**config.mk**
```make
export PLATFORM = sky130hd
export DESIGN_NAME = iomem_master
export DESIGN_NICKNAME = d
export VERILOG_FILES = /design/src/rtl/iomem_master.sv
export SDC_FILE = /design/constraint.sdc
export NUM_CORES = 1
export LEC_CHECK = 0
export CAP_MARGIN = 20
export CORE_UTILIZATION = 40
export DETAILED_ROUTE_END_ITERATION = 8
export PLACE_DENSITY_LB_ADDON = 0.08
export SLEW_MARGIN = 20
export SYNTH_ARGS = -nofsm -noshare
export SYNTH_HDL_FRONTEND = slang
export SYNTH_SLANG_ARGS = --single-unit
```
**constraint.sdc**
```tcl
create_clock -name clk_i -period 3.3 [get_ports clk_i]
set_clock_uncertainty 0.15 [all_clocks]
set_input_delay 0.495 -clock clk_i [delete_from_list [all_inputs] [get_ports clk_i]]
set_output_delay 0.495 -clock clk_i [all_outputs]
set_load 0.02 [all_outputs]
```
**src/rtl/iomem_master.sv**
```systemverilog
// iomem_master: initiator end of the iomem bus.
// Turns one core load/store request into one iomem transaction, holds the
// bus request until the responder completes it, then returns a registered
// response to the core.
//
// Handshakes: a transfer happens on a rising edge where valid and ready are
// both high. A valid, once raised, is held with stable payload until that
// transfer. req_ready_o is high only in IDLE and outside reset. resp_valid_o
// is held with stable data until resp_ready_i. iomem_valid_o is held with
// stable addr/wdata/wstrb until iomem_ready_i is sampled high.
//
// Optional feature: define IOMEM_TIMEOUT_EN to build a bus watchdog. After
// TIMEOUT_CYCLES consecutive BUS cycles without iomem_ready_i, the block
// abandons the transfer and responds with resp_err_o=1. If the macro is not
// defined, no counter exists, BUS waits indefinitely and resp_err_o is 0.
module iomem_master #(
  parameter int ADDR_WIDTH     = 32,
  parameter int DATA_WIDTH     = 32,
  parameter int TIMEOUT_CYCLES = 256
) (
  input  logic                    clk_i,
  input  logic                    rst_i,
  input  logic                    req_valid_i,
  output logic                    req_ready_o,
  input  logic [ADDR_WIDTH-1:0]   req_addr_i,
  input  logic [DATA_WIDTH-1:0]   req_wdata_i,
  input  logic [DATA_WIDTH/8-1:0] req_wstrb_i,
  output logic                    resp_valid_o,
  input  logic                    resp_ready_i,
  output logic [DATA_WIDTH-1:0]   resp_rdata_o,
  output logic                    resp_err_o,
  output logic                    iomem_valid_o,
  input  logic                    iomem_ready_i,
  output logic [DATA_WIDTH/8-1:0] iomem_wstrb_o,
  output logic [ADDR_WIDTH-1:0]   iomem_addr_o,
  output logic [DATA_WIDTH-1:0]   iomem_wdata_o,
  input  logic [DATA_WIDTH-1:0]   iomem_rdata_i,
  output logic [31:0]             stat_stall_o,
  output logic [1:0]              dbg_state_o
);

  localparam int STRB_WIDTH = DATA_WIDTH / 8;

  // A zero-cycle watchdog limit has no meaning; reject it at elaboration.
  if (TIMEOUT_CYCLES < 1) begin : g_bad_timeout
    $error("iomem_master: TIMEOUT_CYCLES must be at least 1");
  end

  typedef enum logic [1:0] {
    IDLE = 2'd0,
    BUS  = 2'd1,
    RESP = 2'd2
  } state_t;

  state_t                  state_q,       state_d;
  logic                    iomem_valid_q, iomem_valid_d;
  logic [ADDR_WIDTH-1:0]   addr_q,        addr_d;
  logic [DATA_WIDTH-1:0]   wdata_q,       wdata_d;
  logic [STRB_WIDTH-1:0]   wstrb_q,       wstrb_d;
  logic                    resp_valid_q,  resp_valid_d;
  logic [DATA_WIDTH-1:0]   rdata_q,       rdata_d;
  logic [31:0]             stall_q,       stall_d;

`ifdef IOMEM_TIMEOUT_EN
  localparam int TMO_WIDTH = $clog2(TIMEOUT_CYCLES + 1);
  localparam logic [TMO_WIDTH-1:0] TMO_LAST = TMO_WIDTH'(TIMEOUT_CYCLES - 1);

  logic                    err_q,         err_d;
  logic [TMO_WIDTH-1:0]    tmo_q,         tmo_d;
`endif

  // Ready depends on reset directly so no request is taken in a reset cycle.
  assign req_ready_o   = (state_q == IDLE) && !rst_i;

  assign iomem_valid_o = iomem_valid_q;
  assign iomem_addr_o  = addr_q;
  assign iomem_wdata_o = wdata_q;
  assign iomem_wstrb_o = wstrb_q;
  assign resp_valid_o  = resp_valid_q;
  assign resp_rdata_o  = rdata_q;
  assign stat_stall_o  = stall_q;
  assign dbg_state_o   = state_q;

`ifdef IOMEM_TIMEOUT_EN
  assign resp_err_o    = err_q;
`else
  assign resp_err_o    = 1'b0;
`endif

  // Next-state and next-output logic for the IDLE/BUS/RESP sequencer.
  always_comb begin
    state_d       = state_q;
    iomem_valid_d = iomem_valid_q;
    addr_d        = addr_q;
    wdata_d       = wdata_q;
    wstrb_d       = wstrb_q;
    resp_valid_d  = resp_valid_q;
    rdata_d       = rdata_q;
    stall_d       = stall_q;
`ifdef IOMEM_TIMEOUT_EN
    err_d         = err_q;
    tmo_d         = tmo_q;
`endif

    // Stall cycles: bus request outstanding and responder not ready.
    if ((state_q == BUS) && !iomem_ready_i && (stall_q != 32'hFFFF_FFFF)) begin
      stall_d = stall_q + 32'd1;
    end

    case (state_q)
      IDLE: begin
        if (req_valid_i && req_ready_o) begin
          state_d       = BUS;
          iomem_valid_d = 1'b1;
          addr_d        = {req_addr_i[ADDR_WIDTH-1:2], 2'b00};
          wdata_d       = req_wdata_i;
          wstrb_d       = req_wstrb_i;
`ifdef IOMEM_TIMEOUT_EN
          tmo_d         = '0;
`endif
        end
      end

      BUS: begin
        if (iomem_ready_i) begin
          // A completion in the expiry cycle still counts as a good transfer.
          state_d       = RESP;
          iomem_valid_d = 1'b0;
          resp_valid_d  = 1'b1;
          rdata_d       = (wstrb_q == '0) ? iomem_rdata_i : '0;
`ifdef IOMEM_TIMEOUT_EN
          err_d         = 1'b0;
        end else if (tmo_q == TMO_LAST) begin
          state_d       = RESP;
          iomem_valid_d = 1'b0;
          resp_valid_d  = 1'b1;
          rdata_d       = '0;
          err_d         = 1'b1;
        end else begin
          tmo_d         = tmo_q + 1'b1;
`endif
        end
      end

      RESP: begin
        if (resp_ready_i) begin
          state_d      = IDLE;
          resp_valid_d = 1'b0;
          rdata_d      = '0;
`ifdef IOMEM_TIMEOUT_EN
          err_d        = 1'b0;
`endif
        end
      end

      default: begin
        state_d = IDLE;
      end
    endcase
  end

  // State and registered outputs; reset discards any pending work.
  always_ff @(posedge clk_i) begin
    if (rst_i) begin
      state_q       <= IDLE;
      iomem_valid_q <= 1'b0;
      addr_q        <= '0;
      wdata_q       <= '0;
      wstrb_q       <= '0;
      resp_valid_q  <= 1'b0;
      rdata_q       <= '0;
      stall_q       <= '0;
`ifdef IOMEM_TIMEOUT_EN
      err_q         <= 1'b0;
      tmo_q         <= '0;
`endif
    end else begin
      state_q       <= state_d;
      iomem_valid_q <= iomem_valid_d;
      addr_q        <= addr_d;
      wdata_q       <= wdata_d;
      wstrb_q       <= wstrb_d;
      resp_valid_q  <= resp_valid_d;
      rdata_q       <= rdata_d;
      stall_q       <= stall_d;
`ifdef IOMEM_TIMEOUT_EN
      err_q         <= err_d;
      tmo_q         <= tmo_d;
`endif
    end
  end

endmodule

```
## After elaboration in Yosys (flattened, before gate mapping)

Index checks and enable logic that the tools add are counted.
W data, S select, Z words.

| operators by class | value |
|---|---|
| equal/unequal tests | 6 |
| add/sub/neg operators | 1 |
| reduce and logical (&&, ||, !) cells | 14 |
| multiplexer cells | 14 |

Operators with widths:

| operator | count |
|---|---|
| $mux W32 | 3 |
| $pmux W32 S2 | 1 |
| $add A32 B1 Y32 const B | 1 |
| $ne A32 B32 Y1 const B | 1 |
| $reduce_and A3 Y1 | 3 |
| $mux W2 | 3 |
| $pmux W2 S3 | 1 |
| $logic_and A1 B1 Y1 | 4 |
| $logic_not A4 Y1 | 1 |
| $mux W1 | 4 |
| $ne A2 B2 Y1 const B | 2 |
| $pmux W1 S2 | 2 |
| $reduce_bool A2 Y1 | 2 |
| $eq A2 B1 Y1 const B | 1 |
| $eq A2 B2 Y1 const B | 1 |
| $logic_not A1 Y1 | 2 |
| $logic_not A2 Y1 | 1 |
| $ne A2 B1 Y1 const B | 1 |
| $reduce_and A2 Y1 | 1 |

| storage, ports and cells | value |
|---|---|
| output and inout port bits | 138 |
| register bits after elaboration | 134 |

## Longest topological paths before layout

Gate-level depths: netlist of the first run.

| depth | value |
|---|---|
| word-level depth | 5 |
| gate-level depth with buffers | 8 |

## Least setup slack after synthesis of the first run

OpenSTA, ideal clock, no wires.

| path | value |
|---|---|
| kind | register to register |
| start | register state_q[0], in the netlist dbg_state_o[0] |
| end | register stall_q[13], in the netlist stat_stall_o[13] |
| setup slack | 0.794 ns |
| data required time | 3.029 ns |
| stages on the path, launching flop included | 7 |
| arrival | 2.235 ns |
| path buffers | 2 |
| cells stage by stage | dfxtp_1 -> or3b_1 -> buf_6 -> or4_4 -> buf_6 -> nor4_1 -> mux2_2 |

| between the ends | value |
|---|---|
| word-level cells in the longest chain between the ends | 3 |

Ends and longest elaborated chain:

| item | RTL line | source |
|---|---|---|
| from (decl) | 55 | `state_t state_q, state_d;` |
| from (signal assigned) | 178 | `state_q <= state_d;` |
| $eq A2 B1 Y1 | 106 | `if ((state_q == BUS) && !iomem_ready_i && (stall_q != 32'hFFFF_FFFF)) begin` |
| $logic_and A1 B1 Y1 (2 in series) | 106 |  |
| to (signal assigned) | 185 | `stall_q <= stall_d;` |
| to (decl) | 62 | `logic [31:0] stall_q, stall_d;` |

Every way passes these cells.
A chain may end at the register's enable or synchronous reset.

## Final worst setup path of the first run

| path | value |
|---|---|
| start | input iomem_ready_i |
| end | register stall_q[13], in the netlist stat_stall_o[13] |

| between the ends | value |
|---|---|
| word-level cells in the longest chain between the ends | 3 |

Ends and longest elaborated chain:

| item | RTL line | source |
|---|---|---|
| from (decl) | 33 | `input logic iomem_ready_i,` |
| $logic_not A1 Y1 | 106 |  |
| $logic_and A1 B1 Y1 (2 in series) | 106 |  |

Every way passes these cells.

==> metrics.cfg, run 1 <==
[critical_path]
critPathMaxStageDelay_ns = 0.59
slowest_stage = or4_4
crit_family = simple AND/OR/NAND/NOR gates
path_max_fanout = 11
end_kind = flip-flop
critPathRequiredTime_ns = 3.45
path_cells = clkdlybuf4s50_1 -> or3b_1 -> or4_4 -> nor4_1 -> mux2_2
worst-setup-path-type = in -> reg
worst-path-buf-inv = 1
critical_path.startpoint_type = input port
critical_path_arrival_ns = 2.75

[synth]
ys_seq_area_frac = 0.503
yosysUniqueCellTypes = 45
synth-async-reset-ratio = 0
synth_flop_cell = dfxtp_1
syn_area_sq_um = 5340
synth_cells = 626
synth_edf_count = 0
ys_ff_latch = 134
yosys_warnings = 0
synth_area_per_cell_sq_um = 8.52

[clock_network]
htree_num_levels = 4
cts_setup_buffers = 0
cts_root_buf = clkbuf_16
cts.path.max_buffers = 2
postCtsHoldBufs = 0
clock_sinks = 134
clk_pin_slew_worst_paths_ns = 0.05
numCtsBuffers = 17
post_cts_resized = 0
cts_tree = yes
clock_latency_ns = 0.41

[global_route]
use_met2 = 0.382
grt_max_degree = 102
met1_usage = 0.249
antenna_found_initial = 0
grt_use_met3 = 0.101
grt.total_usage = 0.228
grt_pass1_vias = 5073
grt-busiest-layer = met2
grt.overflow.total = 0
grt_pass1_wl_mm = 25.2

[detailed_routing]
wl_per_cell_um = 15.1
drt_first_pass_iters = 4
drt-vias-per-instance = 5.05
drtAntennaViolNets = 0
drtIter0Drc = 468
drc_errors = 0
vias = 5178
routed_wl_mm = 15.5

[power_and_ir_drop]
p_leak_nw = 2.85
power_density_nw_per_um2 = 489
ir_worst_vdd_mv = 0.348

[finish]
drive_gt1_frac = 0.0516
multi_input_area_sq_um = 2430
regArea_sq_um = 2680
num-nets-final = 950
n_antenna_cell = 0
utilization = 0.650
fillerInstances = 1052
syn2layout_area_growth_pct = 56.3

[timing]
final.setup.worst_slack_ns = 0.703
period_share = 0.787
slew_headroom = 0.380
tightestPinTransition_ns = 0.931
hold_violations = 0
slew_violations = 0
rsz0062_at_grt = no
timing.fmax_mhz = 385
fin_crit_ns = 2.60
finalSetupViolations = 0
tns_ns = 0
hold_slack_ns = 0.320

[die]
top_level_ports = 243
dieArea_sq_um = 13800
initial_utilization = 0.416
die_w_um = 117
core_sq_um = 12800
rows = 41
die_y_um = 117

[hold_path]
hold_path.class = reg -> reg

[run]
max_cap_violations = 0

[placed_design]
dp_slack_ns = 0.304
port_buffers = 237
finalWeightedCongestion = 0.785
hpwl_mm = 10.8

[run_status]
status = finished, final reports clean

## metrics by stage
step,area [sq um],cells,power (mW)
2_1_floorplan,5340,628,2.04
3_3_place_gp,7800,997,2.36
3_5_place_dp,7800,997,2.37
4_1_cts,8340,1025,4.12
5_1_grt,8340,1025,4.25
6_report,8340,1025,4.07
## synthesized netlist by cell type, types with 2 or more instances
| cell type | instances | area [sq um] |
|---|---|---|
| buf_2 | 3 | 15.0 |
| or4_1 | 12 | 90.1 |
| dfxtp_1 | 134 | 2680 |
| nand2_1 | 83 | 312 |
| buf_4 | 3 | 22.5 |
| clkbuf_1 | 37 | 139 |
| nand3_1 | 7 | 35.0 |
| xor2_1 | 2 | 17.5 |
| buf_1 | 2 | 7.51 |
| a22oi_1 | 32 | 240 |
| o21ai_0 | 83 | 415 |
| nor4_1 | 3 | 18.8 |
| nand2b_1 | 66 | 413 |
| a21oi_1 | 26 | 130 |
| nor3_1 | 9 | 45.0 |
| mux2_2 | 3 | 33.8 |
| o31ai_1 | 7 | 52.6 |
| nor2_1 | 47 | 176 |
| inv_1 | 8 | 30.0 |
| a31oi_1 | 2 | 12.5 |
| or3_1 | 17 | 106 |
| buf_6 | 2 | 22.5 |
| or2_2 | 2 | 12.5 |
| nor2b_1 | 5 | 31.3 |
| nand4_1 | 11 | 68.8 |
## report_power, final
group,total (mW),leakage [nW],internal (mW),switching [mW]
Clock,1.73,0.264,1.09,0.638
Combinational,0.588,1.49,0.307,0.281
Sequential,1.75,1.09,1.70,0.0494
## worst min-delay path: stages (launching register included)
cell	delay [ns]
dfxtp_1	0.31
nand2b_1	0.06
o21ai_0	0.06
## registers in the layout, indices dropped and copies added, names as in the netlist
register	count
iomem_addr_o	30
stat_stall_o	32
iomem_wstrb_o	4
resp_rdata_o	32
resp_valid_o	1
dbg_state_o	2
iomem_valid_o	1
iomem_wdata_o	32
## final timing paths
| kind | startpoint | to | slack [ns] | depth (start not counted) |
|---|---|---|---|---|
| max | iomem_ready_i | stat_stall_o[13] | 0.70 | 5 |
| min | iomem_addr_o[6] | iomem_addr_o[6] | 0.32 | 2 |
| max reg2reg | dbg_state_o[1] | stat_stall_o[13] | 0.82 | 4 |
| min reg2reg | iomem_addr_o[6] | iomem_addr_o[6] | 0.32 | 2 |
## layout by cell type (no fill, tap or decap), types with 4 or more instances in the layout
cell	synthesis	routed
a21oi_1	26	26
a22oi_1	32	32
buf_4	3	7
clkbuf_16	0	17
clkbuf_8	0	4
clkdlybuf4s50_1	0	236
dfxtp_1	134	134
inv_1	8	8
nand2_1	83	83
nand2b_1	66	66
nand3_1	7	7
nand4_1	11	11
nor2_1	47	46
nor2b_1	5	5
nor3_1	9	9
o21ai_0	83	83
o31ai_1	7	7
or3_1	17	17
or4_1	12	12
## cell families (layout without fill, tap and decap cells)
logic type	count (synthesis)	in the layout	share of synthesized area
XOR/XNOR	3	3	0.00493
flip-flops	134	134	0.503
AO/OA/AOI/OAI	159	159	0.177
AND/OR/NAND/NOR	269	269	0.259
buffers and inverters	55	280	0.0443
adder cells (fa/ha/maj)	1	1	0.00234
multiplexers	4	4	0.00844
other	1	3	0.000703
## cell type report
type	instances	area share
clock buffer	24	0.0590
timing repair buffer	244	0.292
sequential	134	0.322
inverter	8	0.00360
tap	172	0.0258
multi-input combinational	439	0.292
clock inverter	4	0.00570
## per-layer routing
| metal | wire length, um | share of wire |
|---|---|---|
| met3 | 1410 | 0.091 |
| met2 | 7450 | 0.48 |
| met1 | 6280 | 0.41 |
| met5 | 0 | 0 |
| met4 | 338 | 0.022 |
(Power assumes the default switching activity.)
==> run 2, diff against run 1 <==
Clock period 3.3 ns to 2.6 ns, I/O delays scaled along.
==> metrics.cfg, run 2 (synthesis gave the netlist of run 1 again) <==
[clock_network]
postCtsHoldBufs = 0  ; unchanged
cts.path.max_buffers = 2  ; unchanged
cts_tree = yes
numCtsBuffers = 17  ; unchanged
clock_sinks = 134  ; unchanged
clock_latency_ns = 0.41  ; about the same
post_cts_resized = 0  ; unchanged
cts_setup_buffers = 0  ; unchanged
clk_pin_slew_worst_paths_ns = 0.05  ; about the same
cts_root_buf = clkbuf_16
htree_num_levels = 4  ; unchanged

[global_route]
grt.overflow.total = 0  ; unchanged
grt_pass1_wl_mm = 25.5  ; +1.5%
grt.total_usage = 0.232  ; +0.00415
use_met2 = 0.388  ; +0.00592
grt_use_met3 = 0.104  ; +0.00339
grt_max_degree = 141  ; +38%
grt_pass1_vias = 5074  ; +0.020%
grt-busiest-layer = met2
antenna_found_initial = 0  ; unchanged
met1_usage = 0.259  ; +0.00969

[critical_path]
critPathRequiredTime_ns = 2.75  ; -0.70 ns
cp.depth = 6  ; +1
path_cells = nand4_1 -> or4_1 -> nor3_1 -> buf_4 -> nor3_1 -> mux2_1
crit_top_cell = nor3_1
worst-path-buf-inv = 1  ; unchanged
end_kind = flip-flop
path_max_fanout = 22  ; +11
slowest_stage = or4_1
critPathMaxStageDelay_ns = 0.60  ; about the same
critical_path_arrival_ns = 2.54  ; -0.21 ns
critical_path.startpoint_type = flip-flop
ff2ff_path_depth = 6  ; +2
crit_family = simple AND/OR/NAND/NOR gates
worst-setup-path-type = reg -> reg

[detailed_routing]
drt_first_pass_iters = 5  ; +1
drtIter0Drc = 404  ; -14%
wl_per_cell_um = 14.9  ; -1.1%
routed_wl_mm = 15.6  ; +0.65%
drt-vias-per-instance = 5.00  ; -0.99%
vias = 5217  ; +0.75%
drc_errors = 0  ; unchanged
drtAntennaViolNets = 0  ; unchanged

[timing]
tightestPinTransition_ns = 0.528  ; -0.403 ns
fin_crit_ns = 2.39
finalSetupViolations = 0  ; unchanged
hold_violations = 0  ; unchanged
slew_violations = 0  ; unchanged
timing.fmax_mhz = 418
rsz0062_at_grt = no
tns_ns = 0  ; unchanged
period_share = 0.920
slew_headroom = 0.648  ; +0.269

[finish]
n_antenna_cell = 0  ; unchanged
drive_gt1_frac = 0.0689  ; +0.0173
fillerInstances = 1048  ; -0.38%
syn2layout_area_growth_pct = 59.3
num-nets-final = 967  ; +1.8%
final_cell_mix = 236 x clkdlybuf4s50_1, 134 x dfxtp_1, 83 x nand2_1, 83 x o21ai_0, 66 x nand2b_1
final_common_cell = clkdlybuf4s50_1

[power_and_ir_drop]
power_density_nw_per_um2 = 616  ; +26%
p_leak_nw = 2.94  ; +3.3%
p_total_mw = 5.24  ; +29%
ir_worst_vdd_mv = 0.471  ; +35%

[die]
initial_utilization = 0.416  ; unchanged
die_w_um = 117  ; unchanged
rows = 41  ; unchanged
core_sq_um = 12800  ; unchanged
die_y_um = 117  ; unchanged
top_level_ports = 243  ; unchanged
dieArea_sq_um = 13800  ; unchanged

[hold_path]
hold_depth = 2  ; unchanged
hold_path.class = reg -> reg

[placed_design]
hpwl_mm = 11.0  ; +1.6%
finalWeightedCongestion = 0.857  ; +9.1%
port_buffers = 237  ; unchanged

[run]
max_cap_violations = 0  ; unchanged

[run_status]
status = finished, final reports clean

run 2: final timing paths:
check / start / endpoint / slack (ns)
setup / recovery: stat_stall_o[19] / stat_stall_o[6] / 0.21
hold reg to reg: iomem_addr_o[5] / iomem_addr_o[5] / 0.32
setup reg to reg: stat_stall_o[19] / stat_stall_o[6] / 0.21
hold / removal: iomem_addr_o[5] / iomem_addr_o[5] / 0.32
run 2: tightest hold or removal path, delay by kind of cell (launching register included):
kind	cells	cell delay, ns
DFF	1	0.30
AOI/OAI and AO/OA	1	0.06
and+or+nand+nor	1	0.06
run 2: area by class of cell:
| cell class | count | area [sq um] | area share |
|---|---|---|---|
| inverter | 8 | 30.0 | 0.00353 |
| clock inverter | 5 | 75.1 | 0.00884 |
| timing repair buffer | 261 | 2590 | 0.305 |
| clock buffer | 24 | 472 | 0.0555 |
| multi-input combinational | 439 | 2430 | 0.287 |
| sequential | 134 | 2680 | 0.316 |
| tap | 172 | 215 | 0.0253 |
run 2: routing by layer:
metal / up-vias / part of all wire
li1: 2636 / -
met1: 2381 / 0.39
met2: 185 / 0.50
met3: 15 / 0.094
met4: 0 / 0.015
met5: - / 0
run 2: where the power goes:
part	total, mW	switching [mW]	internal (mW)
Sequential	2.22	0.0587	2.16
Combinational	0.759	0.359	0.400
Clock	2.26	0.817	1.44
Total	5.24	1.24	4.00
run 2: metrics by stage:
| step | util | hold WS (ns) | area [sq um] | std cells | worst slack (ns) |
|---|---|---|---|---|---|
| 3_3_place_gp | 0.620 | 0.308 | 7950 | 1014 | -0.0652 |
| 2_1_floorplan | - | 0.349 | 5340 | 628 | 0.0944 |
| 5_1_grt | 0.663 | 0.345 | 8500 | 1043 | 0.0141 |
| 6_report | 0.663 | 0.319 | 8500 | 1043 | 0.207 |
| 4_1_cts | 0.663 | 0.323 | 8500 | 1043 | 0.195 |
| 3_5_place_dp | 0.620 | 0.314 | 7950 | 1014 | -0.104 |
